===== src/rtl/counter.sv =====
// Free-running up-counter with wrap pulse, terminal-value decode and a
// registered Gray-coded copy of the count.
module counter #(
  parameter int unsigned WIDTH       = 8,
  parameter logic [32:0] MAX_COUNT   = (33'd1 << WIDTH) - 33'd1,
  parameter logic [32:0] RESET_VALUE = 33'd0
) (
  input  logic             clk,
  input  logic             reset,
  output logic [WIDTH-1:0] count,
  output logic [WIDTH-1:0] count_gray,
  output logic             at_max,
  output logic             wrap
);

  if (WIDTH < 2 || WIDTH > 32) begin : g_bad_width
    $fatal(1, "counter: WIDTH must be in 2..32");
  end
  if (MAX_COUNT > ((33'd1 << WIDTH) - 33'd1)) begin : g_bad_max
    $fatal(1, "counter: MAX_COUNT does not fit in WIDTH bits");
  end
  if (RESET_VALUE > MAX_COUNT) begin : g_bad_reset
    $fatal(1, "counter: RESET_VALUE must not exceed MAX_COUNT");
  end

  localparam logic [WIDTH-1:0] MAX_V  = MAX_COUNT[WIDTH-1:0];
  localparam logic [WIDTH-1:0] RST_V  = RESET_VALUE[WIDTH-1:0];
  localparam logic [WIDTH-1:0] GRAY_R = RST_V ^ (RST_V >> 1);

  logic [WIDTH-1:0] count_q, count_d;
  logic [WIDTH-1:0] gray_q, gray_d;
  logic             wrap_q, wrap_d;
  logic             at_max_w;

  assign at_max_w = (count_q == MAX_V);

  // Gray copy is derived from the next count so it never lags the binary value.
  always_comb begin
    count_d = count_q + {{(WIDTH-1){1'b0}}, 1'b1};
    wrap_d  = 1'b0;
    if (at_max_w) begin
      count_d = RST_V;
      wrap_d  = 1'b1;
    end
    gray_d = count_d ^ (count_d >> 1);
  end

  always_ff @(posedge clk or posedge reset) begin
    if (reset) begin
      count_q <= RST_V;
      gray_q  <= GRAY_R;
      wrap_q  <= 1'b0;
    end else begin
      count_q <= count_d;
      gray_q  <= gray_d;
      wrap_q  <= wrap_d;
    end
  end

  assign count      = count_q;
  assign count_gray = gray_q;
  assign at_max     = at_max_w;
  assign wrap       = wrap_q;

endmodule


===== config.mk =====
export PLATFORM = sky130hd
export DESIGN_NAME = counter
export DESIGN_NICKNAME = d
export VERILOG_FILES = /design/src/rtl/counter.sv
export SDC_FILE = /design/constraint.sdc
export NUM_CORES = 1
export LEC_CHECK = 0
export ABC_AREA = 0
export CORE_ASPECT_RATIO = 0.7
export CORE_MARGIN = 1
export CORE_UTILIZATION = 27
export CTS_CLUSTER_DIAMETER = 200
export DETAILED_ROUTE_END_ITERATION = 8
export GPL_TIMING_DRIVEN = 0
export PLACE_DENSITY = 0.46
export SYNTH_ARGS = -nofsm -noshare
export SYNTH_HDL_FRONTEND = slang
export SYNTH_SLANG_ARGS = --single-unit

===== constraint.sdc =====
create_clock -name clk -period 3.3 [get_ports clk]
set_input_delay 0.66 -clock clk [delete_from_list [all_inputs] [get_ports clk]]
set_output_delay 0.66 -clock clk [all_outputs]
set_load 0.02 [all_outputs]

# After elaboration in Yosys (flattened, before gate mapping)
# Index checks and enable logic that the tools add are counted.
# word_totals
regBits,17
in_bits,2
output_inout_bits,18
elab_cells,8
# classes
addsub,1
n_eq_ne,1
muxes,2
bitwise,1
# op_table
op,count
"8-bit by 1-bit adder with 8-bit output, second input constant",1
"8-bit equality test, second input constant",1
8-bit two-way mux,1
8-bit by 7-bit XOR with 8-bit output,1
1-bit two-way mux,1

# Logic depth before layout (Yosys ltp)
# logic_depth
word_depth,3
mapped_depth,5
ltp_nobuf,5

# Least setup slack after synthesis
# OpenSTA, ideal clock, no wires.
# synth_path
path_kind,register -> output
startpoint,reg count_q[0] (netlist: count[0])
endpoint,out at_max
t_arrival_ns,1.115
required_ns,2.640
setup_slack_ns,1.525
stages_incl_launch_ff,4
n_path_buf,0
path_cell_list,dfrtp_1 -> ha_1 -> nand3_1 -> nor2_2
# synth_between
elab_chain_len,1
# synth_lines
element,line,source
from (decl),30,"logic [WIDTH-1:0] count_q, count_d;"
from (signal assigned),54,count_q <= count_d;
8-bit equality test,35,assign at_max_w = (count_q == MAX_V);
to (decl),12,"output logic at_max,"
# No other way between the ends.

# Worst setup path in the final report
# layout_path
startpoint,reg count_q[5] (netlist: count[5])
endpoint,out at_max
# The elaborated chain is that of the path after synthesis.

==> impl_metrics.yaml <==
critical_path:
  startpoint_type: "register"
  required_ps: 2640
  arrival_ps: 1940
  reg2reg_slack_ps: 1750
  crit_path_end_kind: "output port"
  setup.worst_path.class: "reg2out"
  worst-path-max-fanout: 8
  critPathLaunch: "count[5]$_DFF_PP0_"
  timing.rr.start: "count[0]$_DFF_PP0_"
synth:
  syn_nets: 78
  yosys-top-cells-count: "16 x dfrtp_1, 5 x xor2_1"
  synth_top_cell_by_area: "dfrtp_1"
  yosysWarnings: 0
  syn_area_per_cell_sq_um: 10.66
  yosys-top-cells-area: "dfrtp_1 50%, xor2_1 5.5%, buf_4 3.8%"
  synth_top_cell_area_share_pct: 50.08
  async_reset_ff_share_pct: 100.0
  yosysSeqAreaShare_pct: 50.08
  synthDistinctLibCells: 32
  synth_flop_cell: "dfrtp_1"
  synth_most_common_cell: "dfrtp_1"
  netlist_area_sq_um: 799.5
  synth-edff-count: 0
  ys_seq_elements: 16
  netlist_instances: 75
drt:
  antenna_left: 0
  wl_um: 1619
  first_pass_iters: 4
  wl_per_cell_um: 12.17
  num_vias: 610
  drtIter0Drc: 17
  drcViolationCount: 0
  routed_via_density: 4.586
global_route:
  overflow: 0
  grt_pass1_vias: 555
  grt_max_degree: 17
  grtUsageTotal_pct: 11.68
  antenna_found_initial: 0
  grt_pass1_wl_um: 2622
flow_run:
  maxCapViolCount: 0
die:
  coreArea_sq_um: 2803
  dieArea_sq_um: 3186
  die-height_um: 47.53
  start_util_pct: 28.53
  io_pins: 20
  die_w_um: 67.04
  rows: 16
pwr:
  clock_power_share_pct: 41.3
  p_switching_uw: 64.97
  leakagePower_nw: 0.4308
  power_density_nw_per_um2: 318.8
  switching_share_pct: 18.94
  power_frac_comb_pct: 1.4
  vdd.ir_drop.worst_uv: 226.9
  intPower_uw: 278.1
  p_seq_share_pct: 57.2
timing:
  min_period_ps: 2601
  finalSetupViolCount: 0
  hold_violations: 0
  rsz0062_at_grt: "no"
  skew_ps: 0.6364
  fmax_mhz: 384.5
  tns_ps: 0
  setup_ws_ps: 698.9
  post-route-period-util_pct: 78.82
  slew_violations: 0
  worstMarginPinSlew_ps: 617.6
  slew_headroom_pct: 58.78
layout:
  multi_input_area_sq_um: 335.3
  area_delta_synth_final_pct: 34.59
  drive_above_1_share_pct: 17.53
  fin_nets: 102
  seqCellArea_sq_um: 400.4
  fill_cells: 289
  num_antenna_cells: 0
place:
  dp_hpwl_um: 1168
  gp_congestion: 0.7948
  portBuffers: 19
  dp_slack_ps: 971.3
cts:
  cts_inserted_buffers: 3
  post_cts_buffers: 0
  clk_path_buf_depth: 2
  cts_hold_buffers: 0
  ctsResizeCount: 0
  clk_pin_slew_worst_paths_ps: 60
  clock_latency_ps: 240
  clock-sinks: 16
  cts_tree: "yes"
  htree_levels: 1
  cts_root_buf: "clkbuf_8"
hold_path:
  hold_class: "reg2reg"
  hp-start: "count[0]$_DFF_PP0_"
run_status:
  status: "completed"
-- layout by cell type, fill, tap and decap left out, types with 3 or more instances in the layout --
cell / n
clkdlybuf4s50_1: 19
dfrtp_1: 16
xor2_1: 5
buf_4: 4
clkbuf_8: 4
nand2_1: 4
inv_1: 4
o21ai_0: 4
a21oi_1: 4
nor2_1: 3
nand3_1: 3
-- flip-flops by register name, indices dropped and copies added (netlist names) --
| name | cells |
|---|---|
| count | 8 |
| count_gray | 7 |
| wrap | 1 |
-- cell type report --
cell class / instances / share of cell area [%]
Sequential cell: 16 / 37.21
Multi-Input combinational cell: 49 / 31.16
Timing Repair Buffer: 19 / 17.67
Buffer: 6 / 4.535
Tap cell: 36 / 4.186
Clock buffer: 3 / 3.837
Inverter: 4 / 1.395
-- cell families (layout without fill, tap and decap cells) --
group                    Yosys count  count (layout)  synth area share, %
buffers and inverters             10              32                7.980
adder cells (fa/ha/maj)            1               1                1.565
flip-flops                        16              16                50.08
multiplexers                       1               1                1.408
AO/OA/AOI/OAI                     16              16                13.61
AND/OR/NAND/NOR                   24              24                17.69
XOR/XNOR                           7               7                7.668
-- critical path, cell delays in order (launching register included) --
cell	delay, ps
dfrtp_1	490
nand4_1	230
nor2_2	320
clkdlybuf4s50_1	670
-- per-layer routing --
layer / global-route usage, % / share of wire, %
met1: 15.77 / 52
met2: 18.00 / 42
met3: 5.000 / 5.7
met4: 1.277 / 0.74
met5: 0 / 0
-- power groups by stage --
| stage | clock, mW | combinational (mW) | sequential, mW |
|---|---|---|---|
| after global routing | 0.161 | 0.00597 | 0.196 |
| after global placement | 0 | 0.00543 | 0.200 |
| after CTS | 0.148 | 0.00553 | 0.196 |
| final | 0.142 | 0.00495 | 0.196 |
| after detailed placement | 0 | 0.00554 | 0.200 |
| after floorplan | 0 | 0.00296 | 0.200 |
-- final timing paths --
kind	endpoint	cells after the start
setup reg to reg	count_gray[5]$_DFF_PP0_	5
min in group asynchronous	count_gray[5]$_DFF_PP0_	2
hold reg to reg	count[0]$_DFF_PP0_	1
hold / removal	count[0]$_DFF_PP0_	1
max in group asynchronous	count_gray[3]$_DFF_PP0_	2
setup / recovery	at_max	3
-- metrics by stage --
| stage | cell area, sq um | std cells | util, % | hold WS [ps] | power, mW |
|---|---|---|---|---|---|
| after floorplan | 799.5 | 75 | - | 573.7 | 0.2027 |
| after global placement | 1035 | 130 | 36.92 | 531.1 | 0.2052 |
| after detailed placement | 1035 | 130 | 36.92 | 535.2 | 0.2053 |
| after CTS | 1076 | 133 | 38.39 | 549.1 | 0.3499 |
| after global routing | 1076 | 133 | 38.39 | 588.2 | 0.3629 |
| final | 1076 | 133 | 38.39 | 545.3 | 0.3431 |
Note: power is estimated with default switching activity, not from simulation.
